--- src/rtl/dmem_responder_if.sv ---
// Load/store bus between the core (master) and the data-memory responder (slave).
interface dmem_responder_if;
  logic        memread;
  logic        memwrite;
  logic [31:0] dataadr;
  logic [31:0] writedata;
  logic [3:0]  byteen;
  logic [31:0] readdata;
  logic        done;
  logic        busy;
  logic        err;

  modport master (
    output memread, memwrite, dataadr, writedata, byteen,
    input  readdata, done, busy, err
  );

  modport slave (
    input  memread, memwrite, dataadr, writedata, byteen,
    output readdata, done, busy, err
  );
endinterface

--- src/rtl/dmem_responder.sv ---
// Data-memory responder: word RAM with byte enables and programmable wait states.
// Define DMEM_WRCOUNT_EN to add a committed-store counter mapped at 0xFFFFFFF0.
module dmem_responder #(
  parameter int unsigned DEPTH_LOG2  = 6,
  parameter int unsigned WAIT_STATES = 2
) (
  input  logic            clk,
  input  logic            reset,
  dmem_responder_if.slave bus
);
  localparam int unsigned DEPTH  = 1 << DEPTH_LOG2;
  localparam logic [3:0]  WS     = 4'(WAIT_STATES);
  localparam logic [31:0] CSR_AD = 32'hFFFF_FFF0;

  localparam logic [1:0] S_IDLE = 2'd0;
  localparam logic [1:0] S_WAIT = 2'd1;
  localparam logic [1:0] S_RESP = 2'd2;

  typedef struct packed {
    logic        rd;
    logic        wr;
    logic [31:0] adr;
    logic [31:0] wd;
    logic [3:0]  be;
  } req_t;

  logic [1:0]            state;
  logic [3:0]            cnt;
  req_t                  req_q, req_in, req_c;
  logic [31:0]           mem [DEPTH];
  logic                  accept, commit;
  logic [DEPTH_LOG2-1:0] idx;
  logic                  in_range, aligned, conflict, csr_hit, dec_err;
  logic                  done_q, err_q;
  logic [31:0]           rdata_q;

  assign req_in = '{rd: bus.memread, wr: bus.memwrite, adr: bus.dataadr,
                    wd: bus.writedata, be: bus.byteen};

  assign accept = (state == S_IDLE) && (bus.memread || bus.memwrite);

  // With zero wait states the commit lands on the accept edge, so decode the live bus.
  assign req_c  = (state == S_IDLE) ? req_in : req_q;
  assign commit = !reset && ((accept && (WS == 4'd0)) ||
                             ((state == S_WAIT) && (cnt <= 4'd1)));

  assign idx      = req_c.adr[DEPTH_LOG2+1:2];
  assign in_range = (req_c.adr >> (DEPTH_LOG2 + 2)) == 32'd0;
  assign aligned  = req_c.adr[1:0] == 2'b00;
  assign conflict = req_c.rd && req_c.wr;
`ifdef DMEM_WRCOUNT_EN
  assign csr_hit  = req_c.adr == CSR_AD;
`else
  assign csr_hit  = 1'b0;
`endif
  assign dec_err  = conflict || (!csr_hit && (!in_range || !aligned));

`ifdef DMEM_WRCOUNT_EN
  logic [31:0] wrcnt;

  // The clearing store is not counted; byteen=0 stores still count.
  always_ff @(posedge clk) begin
    if (reset)
      wrcnt <= 32'd0;
    else if (commit && req_c.wr && !dec_err)
      wrcnt <= csr_hit ? 32'd0 : wrcnt + 32'd1;
  end
`endif

  // RAM is deliberately not reset.
  always_ff @(posedge clk) begin
    if (commit && req_c.wr && !dec_err && !csr_hit) begin
      for (int b = 0; b < 4; b++)
        if (req_c.be[b])
          mem[idx][8*b +: 8] <= req_c.wd[8*b +: 8];
    end
  end

  always_ff @(posedge clk) begin
    if (reset) begin
      state   <= S_IDLE;
      cnt     <= 4'd0;
      done_q  <= 1'b0;
      err_q   <= 1'b0;
      rdata_q <= 32'd0;
      req_q   <= '0;
    end else begin
      done_q <= 1'b0;
      case (state)
        S_IDLE: if (accept) begin
          req_q <= req_in;
          cnt   <= WS;
          err_q <= 1'b0;
          state <= (WS == 4'd0) ? S_RESP : S_WAIT;
        end
        S_WAIT: begin
          cnt <= cnt - 4'd1;
          if (cnt <= 4'd1) state <= S_RESP;
        end
        S_RESP:  state <= S_IDLE;
        default: state <= S_IDLE;
      endcase
      // Placed after the accept path so a same-edge commit overrides the err clear.
      if (commit) begin
        done_q <= 1'b1;
        err_q  <= dec_err;
        if (dec_err)
          rdata_q <= 32'd0;
        else if (req_c.rd) begin
`ifdef DMEM_WRCOUNT_EN
          rdata_q <= csr_hit ? wrcnt : mem[idx];
`else
          rdata_q <= mem[idx];
`endif
        end
      end
    end
  end

  assign bus.done     = done_q;
  assign bus.err      = err_q;
  assign bus.readdata = rdata_q;
  assign bus.busy     = state != S_IDLE;
endmodule

--- src/flat_wrapper.sv ---
// flat-port wrapper written by rule: the top's interface ports become plain ports
module dmem_responder_flat 
#(
  parameter int unsigned DEPTH_LOG2  = 6,
  parameter int unsigned WAIT_STATES = 2
)
  (clk, reset, bus_memread, bus_memwrite, bus_dataadr, bus_writedata, bus_byteen, bus_readdata, bus_done, bus_busy, bus_err);
  dmem_responder_if bus_i ();
  input  logic clk;
  input  logic reset;
  input wire logic [$bits(bus_i.memread)-1:0] bus_memread;
  input wire logic [$bits(bus_i.memwrite)-1:0] bus_memwrite;
  input wire logic [$bits(bus_i.dataadr)-1:0] bus_dataadr;
  input wire logic [$bits(bus_i.writedata)-1:0] bus_writedata;
  input wire logic [$bits(bus_i.byteen)-1:0] bus_byteen;
  output wire logic [$bits(bus_i.readdata)-1:0] bus_readdata;
  output wire logic [$bits(bus_i.done)-1:0] bus_done;
  output wire logic [$bits(bus_i.busy)-1:0] bus_busy;
  output wire logic [$bits(bus_i.err)-1:0] bus_err;
  assign bus_i.memread = bus_memread;
  assign bus_i.memwrite = bus_memwrite;
  assign bus_i.dataadr = bus_dataadr;
  assign bus_i.writedata = bus_writedata;
  assign bus_i.byteen = bus_byteen;
  assign bus_readdata = bus_i.readdata;
  assign bus_done = bus_i.done;
  assign bus_busy = bus_i.busy;
  assign bus_err = bus_i.err;
  dmem_responder #(.DEPTH_LOG2(DEPTH_LOG2), .WAIT_STATES(WAIT_STATES)) u_core (.clk(clk), .reset(reset), .bus(bus_i));
endmodule
--- config.mk ---
export PLATFORM = sky130hd
export DESIGN_NAME = dmem_responder_flat
export DESIGN_NICKNAME = d
export VERILOG_FILES = /design/src/rtl/dmem_responder_if.sv /design/src/rtl/dmem_responder.sv /design/src/flat_wrapper.sv
export SDC_FILE = /design/constraint.sdc
export NUM_CORES = 2
export LEC_CHECK = 0
export BUFFER_PORTS_ARGS = -buffer_cell sky130_fd_sc_hd__buf_2
export CAP_MARGIN = 20
export CORE_UTILIZATION = 45
export DETAILED_ROUTE_END_ITERATION = 7
export HOLD_SLACK_MARGIN = 0.02
export PLACE_DENSITY = 0.69
export SETUP_SLACK_MARGIN = 0.2
export SYNTH_ARGS = -nofsm -noshare
export SYNTH_HDL_FRONTEND = slang
export SYNTH_SLANG_ARGS = --single-unit
export TNS_END_PERCENT = 10
--- constraint.sdc ---
create_clock -name clk -period 4.6 [get_ports clk]
set_input_delay 0.23 -clock clk [delete_from_list [all_inputs] [get_ports clk]]
set_output_delay 0.23 -clock clk [all_outputs]
set_load 0.03 [all_outputs]
After elaboration in Yosys (flattened, before gate mapping)
Memory sizes are Yosys's and may differ from the RTL's.
Cells that the tools add are included.
{"block": "word_totals", "ff_bits": 110, "wordCells": 66, "mem_bits_rw": 2048, "memories": 1, "output_inout_bits": 35}
{"memory": "u_core.mem", "words": 64, "word_bits": 32, "rd": 1, "rd_clocked_by_memory_dff": 0, "write_ports": 1, "line_no": "dmem_responder.sv:30", "text": "logic [31:0] mem [DEPTH];"}
{"block": "op_classes", "n_eq_ne": 3, "n_addsub": 1, "order_cmp": 1, "mux": 24, "n_reduce_logical": 26}
{"operator": "70-bit 2-to-1 mux", "n": 1}
{"operator": "32-bit 2-to-1 mux", "n": 2}
{"operator": "32-bit logical NOT", "n": 1}
{"operator": "1-bit 2-to-1 mux", "n": 16}
{"operator": "2-bit AND reduction", "n": 5}
{"operator": "2-bit nonzero test", "n": 5}
{"operator": "4-bit one-hot mux with 2 select lines", "n": 1}
{"operator": "1-bit logical AND", "n": 6}
{"operator": "4-bit by 1-bit less-or-equal comparator with 1-bit output (second input constant)", "n": 1}
{"operator": "1-bit logical NOT", "n": 4}
{"operator": "2-bit logical NOT", "n": 2}
{"operator": "2-bit 2-to-1 mux", "n": 2}
{"operator": "4-bit 2-to-1 mux", "n": 1}
{"operator": "2-bit one-hot mux with 2 select lines", "n": 1}
{"operator": "4-bit by 1-bit subtractor with 4-bit output (second input constant)", "n": 1}
{"operator": "1-bit logical OR", "n": 3}
{"operator": "2-bit by 1-bit equality test with 1-bit output (second input constant)", "n": 1}
{"operator": "2-bit by 1-bit != test with 1-bit output (second input constant)", "n": 1}
{"operator": "2-bit != test (second input constant)", "n": 1}

Longest topological paths before layout
{"block": "depth", "depth_word": 10, "depth_mapped": 14, "depth_no_buf": 9}

Least setup slack after synthesis
Ideal clock, no wire load.
{"block": "synth_timing", "kind": "reg2reg", "startpoint": "register u_core.state[1]", "endpoint": "memory u_core.mem[16][0] (enable)", "stages_incl_launch_ff": 10, "path_buffers": 5, "period_less_slack_ps": 3065, "required_time_ps": 4217, "arrival_time_ps": 2681, "setup_slack_ps": 1535, "path_cell_list": "dfxtp_1 > buf_6 > or4_4 > o31ai_2 > nand2_4 > buf_2 > buf_1 > buf_2 > clkbuf_1 > nor3_1"}
{"block": "synth_between", "elab_chain_len": 10, "elab_cells_between_ends": 18}
{"element": "start: declaration", "line_no": "dmem_responder.sv:27", "text": "logic [1:0] state;"}
{"element": "start signal: assignment", "line_no": "dmem_responder.sv:94", "text": "state <= (WS == 4'd0) ? S_RESP : S_WAIT;"}
{"element": "2-bit logical NOT", "line_no": "dmem_responder.sv:43", "text": "assign req_c = (state == S_IDLE) ? req_in : req_q;"}
{"element": "70-bit 2-to-1 mux", "line_no": "dmem_responder.sv:43"}
{"element": "32-bit logical NOT or 2-bit logical NOT (tied branches)", "line_no": "dmem_responder.sv:48, dmem_responder.sv:49"}
{"element": "1-bit logical NOT", "line_no": "dmem_responder.sv:56", "text": "assign dec_err = conflict || (!csr_hit && (!in_range || !aligned));"}
{"element": "1-bit logical OR (2 in a row)", "line_no": "dmem_responder.sv:56"}
{"element": "1-bit logical NOT", "line_no": "dmem_responder.sv:72", "text": "if (commit && req_c.wr && !dec_err && !csr_hit) begin"}
{"element": "1-bit logical AND", "line_no": "dmem_responder.sv:72"}
{"element": "1-bit 2-to-1 mux", "line_no": "dmem_responder.sv:72"}
{"element": "1-bit 2-to-1 mux (implied by the code)", "line_no": "dmem_responder.sv:75", "text": "mem[idx][8*b +: 8] <= req_c.wd[8*b +: 8];"}
{"element": "end: declaration", "line_no": "dmem_responder.sv:30"}
Parallel ways exist; a longest one is shown, timed or not.

Worst setup path after layout
{"block": "layout_timing", "startpoint": "register u_core.state[1]", "endpoint": "register u_core.rdata_q[26], in the netlist u_core.bus.readdata[26]"}
{"block": "layout_between", "elab_chain_len": 8, "elab_cells_between_ends": 17}
{"element": "branches (longest 8 deep; another with memory read 64 x 32 bit)"}
{"element": "end signal: assignment", "line_no": "dmem_responder.sv:113", "text": "rdata_q <= mem[idx];"}
{"element": "end: declaration", "line_no": "dmem_responder.sv:35", "text": "logic [31:0] rdata_q;"}
Several ways; the timed one is not identified. The select of a mux whose other input is x is not followed.
A chain may end at the register's enable or synchronous reset.

==> results.py <==
metrics = {
    "run_status": {
        "status": "completed",
    },
    "floorplan": {
        "fp.dieArea_mm2": 0.185,
        "coreArea_mm2": 0.182,
        "io_pins": 107,
        "start_util_pct": 45.5,
        "die_w_um": 431,
        "fp-row-count": 156,
        "die_h_um": 431,
    },
    "critical_path": {
        "critical_path_class": "reg -> reg",
        "crit_buf_inv": 1,
        "crit_path_start_kind": "flop",
        "path_delay_family": "compound AO/OA/AOI/OAI gates",
        "crit_fanout": 40,
        "worst-path-stages": 9,
        "crit_arrival_ns": 5.22,
        "ff2ff_setup_slack_ns": 0.17,
        "reg2reg_depth": 9,
        "crit_path_top_delay_cell": "a2111oi_0",
        "worstPathCellList": "nor2_8 -> mux2_8 -> nand2_4 -> buf_12 -> o22ai_1 -> nor3_1 -> o221ai_1 -> a2111oi_0 -> a32o_1",
        "max_stage_delay_ns": 0.95,
        "cp-end-kind": "flop",
        "crit_required_ns": 5.39,
    },
    "pwr": {
        "power_frac_clock_pct": 35.9,
        "p_sw_mw": 12.6,
        "pwr-share-comb_pct": 15.1,
        "p_per_area_mw_per_mm2": 477,
        "cellLeakagePower_nw": 31.6,
        "sw_frac_of_total_pct": 27.5,
        "ir_worst_vdd_v": 0.000515,
        "power.total_mw": 45.8,
        "pwr-share-seq_pct": 49.0,
        "p_int_mw": 33.2,
    },
    "timing": {
        "maxSlewHeadroom_pct": 20.1,
        "fmax_mhz": 226,
        "drv_slew": 0,
        "fin_ws_ns": 0.173,
        "fin_crit_sh_pct": 96.2,
        "hold_viol": 0,
        "timing.hold.ws_ns": 0.149,
        "min_period_ns": 4.43,
        "clock_skew_ns": 0.0407,
        "tightest_slew_ns": 1.20,
        "rsz0062_at_grt": "yes",
        "setup_violations": 0,
        "fin_setup_tns_ns": 0,
    },
    "worst_hold_path": {
        "hp-class": "in -> reg",
        "hold_depth": 3,
    },
    "global_route": {
        "grt_max_degree": 89,
        "grt_pass1_wl_mm": 368,
        "antenna_found_initial": 13,
        "grt_pass1_vias": 54200,
        "grt.overflow.total": 0,
        "grt_use_total_pct": 26.9,
    },
    "clocking": {
        "clk_latency_ns": 0.87,
        "cts_setup_buffers": 0,
        "cts_root_buf": "clkbuf_16",
        "clk_pin_slew_ns": 0.06,
        "cts_inserted_buffers": 201,
        "cts_sinks": 2158,
        "cts_tree": "built",
        "cts_max_level": 4,
        "cts.path.max_buffers": 3,
    },
    "placed_design": {
        "placedCellCount": 8272,
        "place.gp.congestion": 0.887,
        "io_buffers": 106,
        "dp_slack_ns": -0.0683,
        "place_hpwl_mm": 150,
    },
    "synth": {
        "synth_cells": 5759,
        "synth.top_cell.area_share_pct": 74.4,
        "yosys.area.top_type": "edfxtp_1",
        "yosysWarnings": 0,
        "synth_area_leaders": "edfxtp_1 (74%), nand2_1 (5.3%), dfxtp_1 (2.7%)",
        "netlist_area_mm2": 0.0827,
        "synth-main-ff-cell": "edfxtp_1",
        "syn_area_per_cell_um2": 14.4,
        "synth_nets": 5833,
        "ys_types": 81,
        "synth_edf_count": 2048,
        "synth_seq_area_share_pct": 77.1,
        "ys_ff_latch": 2158,
        "async_reset_ff_share_pct": 0,
    },
    "detailed_routing": {
        "vias": 55700,
        "dr.pass1.iters": 8,
        "viasPerCell": 6.36,
        "drc": 0,
        "wl_per_cell_um": 29.1,
        "ant_nets": 0,
        "routed_wl_mm": 255,
        "drt_iter0_drc": 8564,
    },
    "job": {
        "drv_cap": 0,
    },
    "finish": {
        "fillers": 14500,
        "multiInputGateArea_mm2": 0.0173,
        "drive_gt1_share_pct": 14.8,
        "fin_nets": 6285,
        "syn2layout_area_growth_pct": 16.0,
        "instances_no_fill": 8756,
        "regArea_mm2": 0.0637,
    },
}
[path summary, 6_finish.rpt]
path,from,to
min reg2reg,u_core.req_q[4],u_core.req_q[4]
max reg2reg,u_core.state[1],u_core.bus.readdata[26]
min,reset,u_core.bus.done
max,u_core.state[1],u_core.bus.readdata[26]
[metrics by stage]
stage          cell area, um2  utilization [%]
6_report                95900             52.8
5_1_grt                 95900             52.8
4_1_cts                 95900             52.8
3_5_place_dp            88400             48.7
3_3_place_gp            88400             48.7
2_1_floorplan           82700                -
[logic make-up after synthesis]
| group | after synthesis | synth area share, % |
|---|---|---|
| xor+xnor | 1 | 0.0106 |
| mux | 100 | 1.25 |
| fa+ha+maj | 2 | 0.0303 |
| flops | 2158 | 77.1 |
| compound gates | 1120 | 9.32 |
| simple gates | 1949 | 9.96 |
| buf+inv | 429 | 2.38 |
[cells in the final DEF, fill, tap and decap left out, drive strengths merged, types with 13 or more instances in the layout]
cell type,synthesis,layout
a21oi,145,145
edfxtp,2048,2048
nor3,239,239
a22oi,16,16
nand2,1176,1176
a32o,28,28
clkinv,0,78
a32oi,102,102
nor4,42,42
dlygate4sd3,0,105
mux2i,88,88
o22ai,347,347
a31oi,202,202
nor2,199,199
nand3,245,245
o22a,37,37
o21ai,60,60
bufinv,0,13
dfxtp,110,110
buf,269,566
a22o,24,24
clkbuf,153,270
o221ai,70,70
inv,7,16
a211oi,14,14
[cells in the mapped netlist (4+ instances only)]
| library cell | n |
|---|---|
| o22a_1 | 37 |
| a32o_1 | 28 |
| o21ai_1 | 5 |
| mux2_2 | 11 |
| or3_1 | 8 |
| o221ai_1 | 70 |
| nor4_1 | 41 |
| a22oi_1 | 16 |
| nand2b_1 | 4 |
| mux2i_1 | 87 |
| nor3_1 | 239 |
| a32oi_1 | 102 |
| nand4_1 | 9 |
| nor2_1 | 198 |
| clkbuf_1 | 153 |
| inv_1 | 6 |
| dfxtp_1 | 110 |
| edfxtp_1 | 2048 |
| o31ai_1 | 8 |
| nand3_1 | 245 |
| buf_6 | 7 |
| o22ai_1 | 346 |
| o211ai_1 | 8 |
| a211oi_1 | 14 |
| a21oi_1 | 145 |
| buf_1 | 66 |
| buf_2 | 173 |
| a222oi_1 | 11 |
| o2111ai_1 | 5 |
| or4_1 | 5 |
| nand2_1 | 1174 |
| o21ai_0 | 54 |
| buf_4 | 23 |
| a2111oi_0 | 8 |
| a22o_1 | 24 |
| a221oi_1 | 8 |
| a31oi_1 | 201 |
[layer usage]
layer  track usage (%)  vias to the layer above  share of wire (%)  wire length [um]
met2              42.0                     4102                 46            117000
met5                 0                        -              0.063               160
met4              12.5                       26                4.7             12000
met3              6.18                      695                 12             31400
met1              36.0                    27700                 37             93800
li1                  -                    23200                  -                 -
[state kept, by name, indices dropped and copies added, names as in the netlist]
name                 count
u_core.bus.done          1
u_core.state             2
u_core.mem            2048
u_core.req_q            70
u_core.bus.readdata     32
u_core.cnt               4
u_core.bus.err           1
[layout make-up]
cell class / count / share of cell area [%]
well taps: 2370 / 3.09
clock inverters: 103 / 0.979
repair buffers: 671 / 5.70
flip-flops and latches: 2158 / 66.4
diodes: 5 / 0.0130
clock buffers: 270 / 5.74
inverters: 7 / 0.0274
multi-input cells: 3172 / 18.0
[worst min-delay path: stages]
cell           delay [ns]
dlygate4sd3_1        0.52
buf_2                0.12
nor2_1               0.07
[power by group through the flow]
stage	clock network [mW]	logic (mW)	registers [mW]
3_5_place_dp	0	6.60	22.9
2_1_floorplan	0	3.63	22.9
4_1_cts	16.5	6.71	22.5
5_1_grt	17.2	7.16	22.5
6_report	16.4	6.91	22.5
3_3_place_gp	0	6.47	22.9
[what timing repair did]
| item | CTS | global route |
|---|---|---|
| resized for setup | 1 | 1 |
| hold buffers | 105 | 0 |
| endpoints found under the hold margin | 88 | 0 |
| pin swaps | 0 | 0 |
| setup endpoints to repair | 1090 | 100 |
No activity file was read; power rests on OpenSTA's default activity.
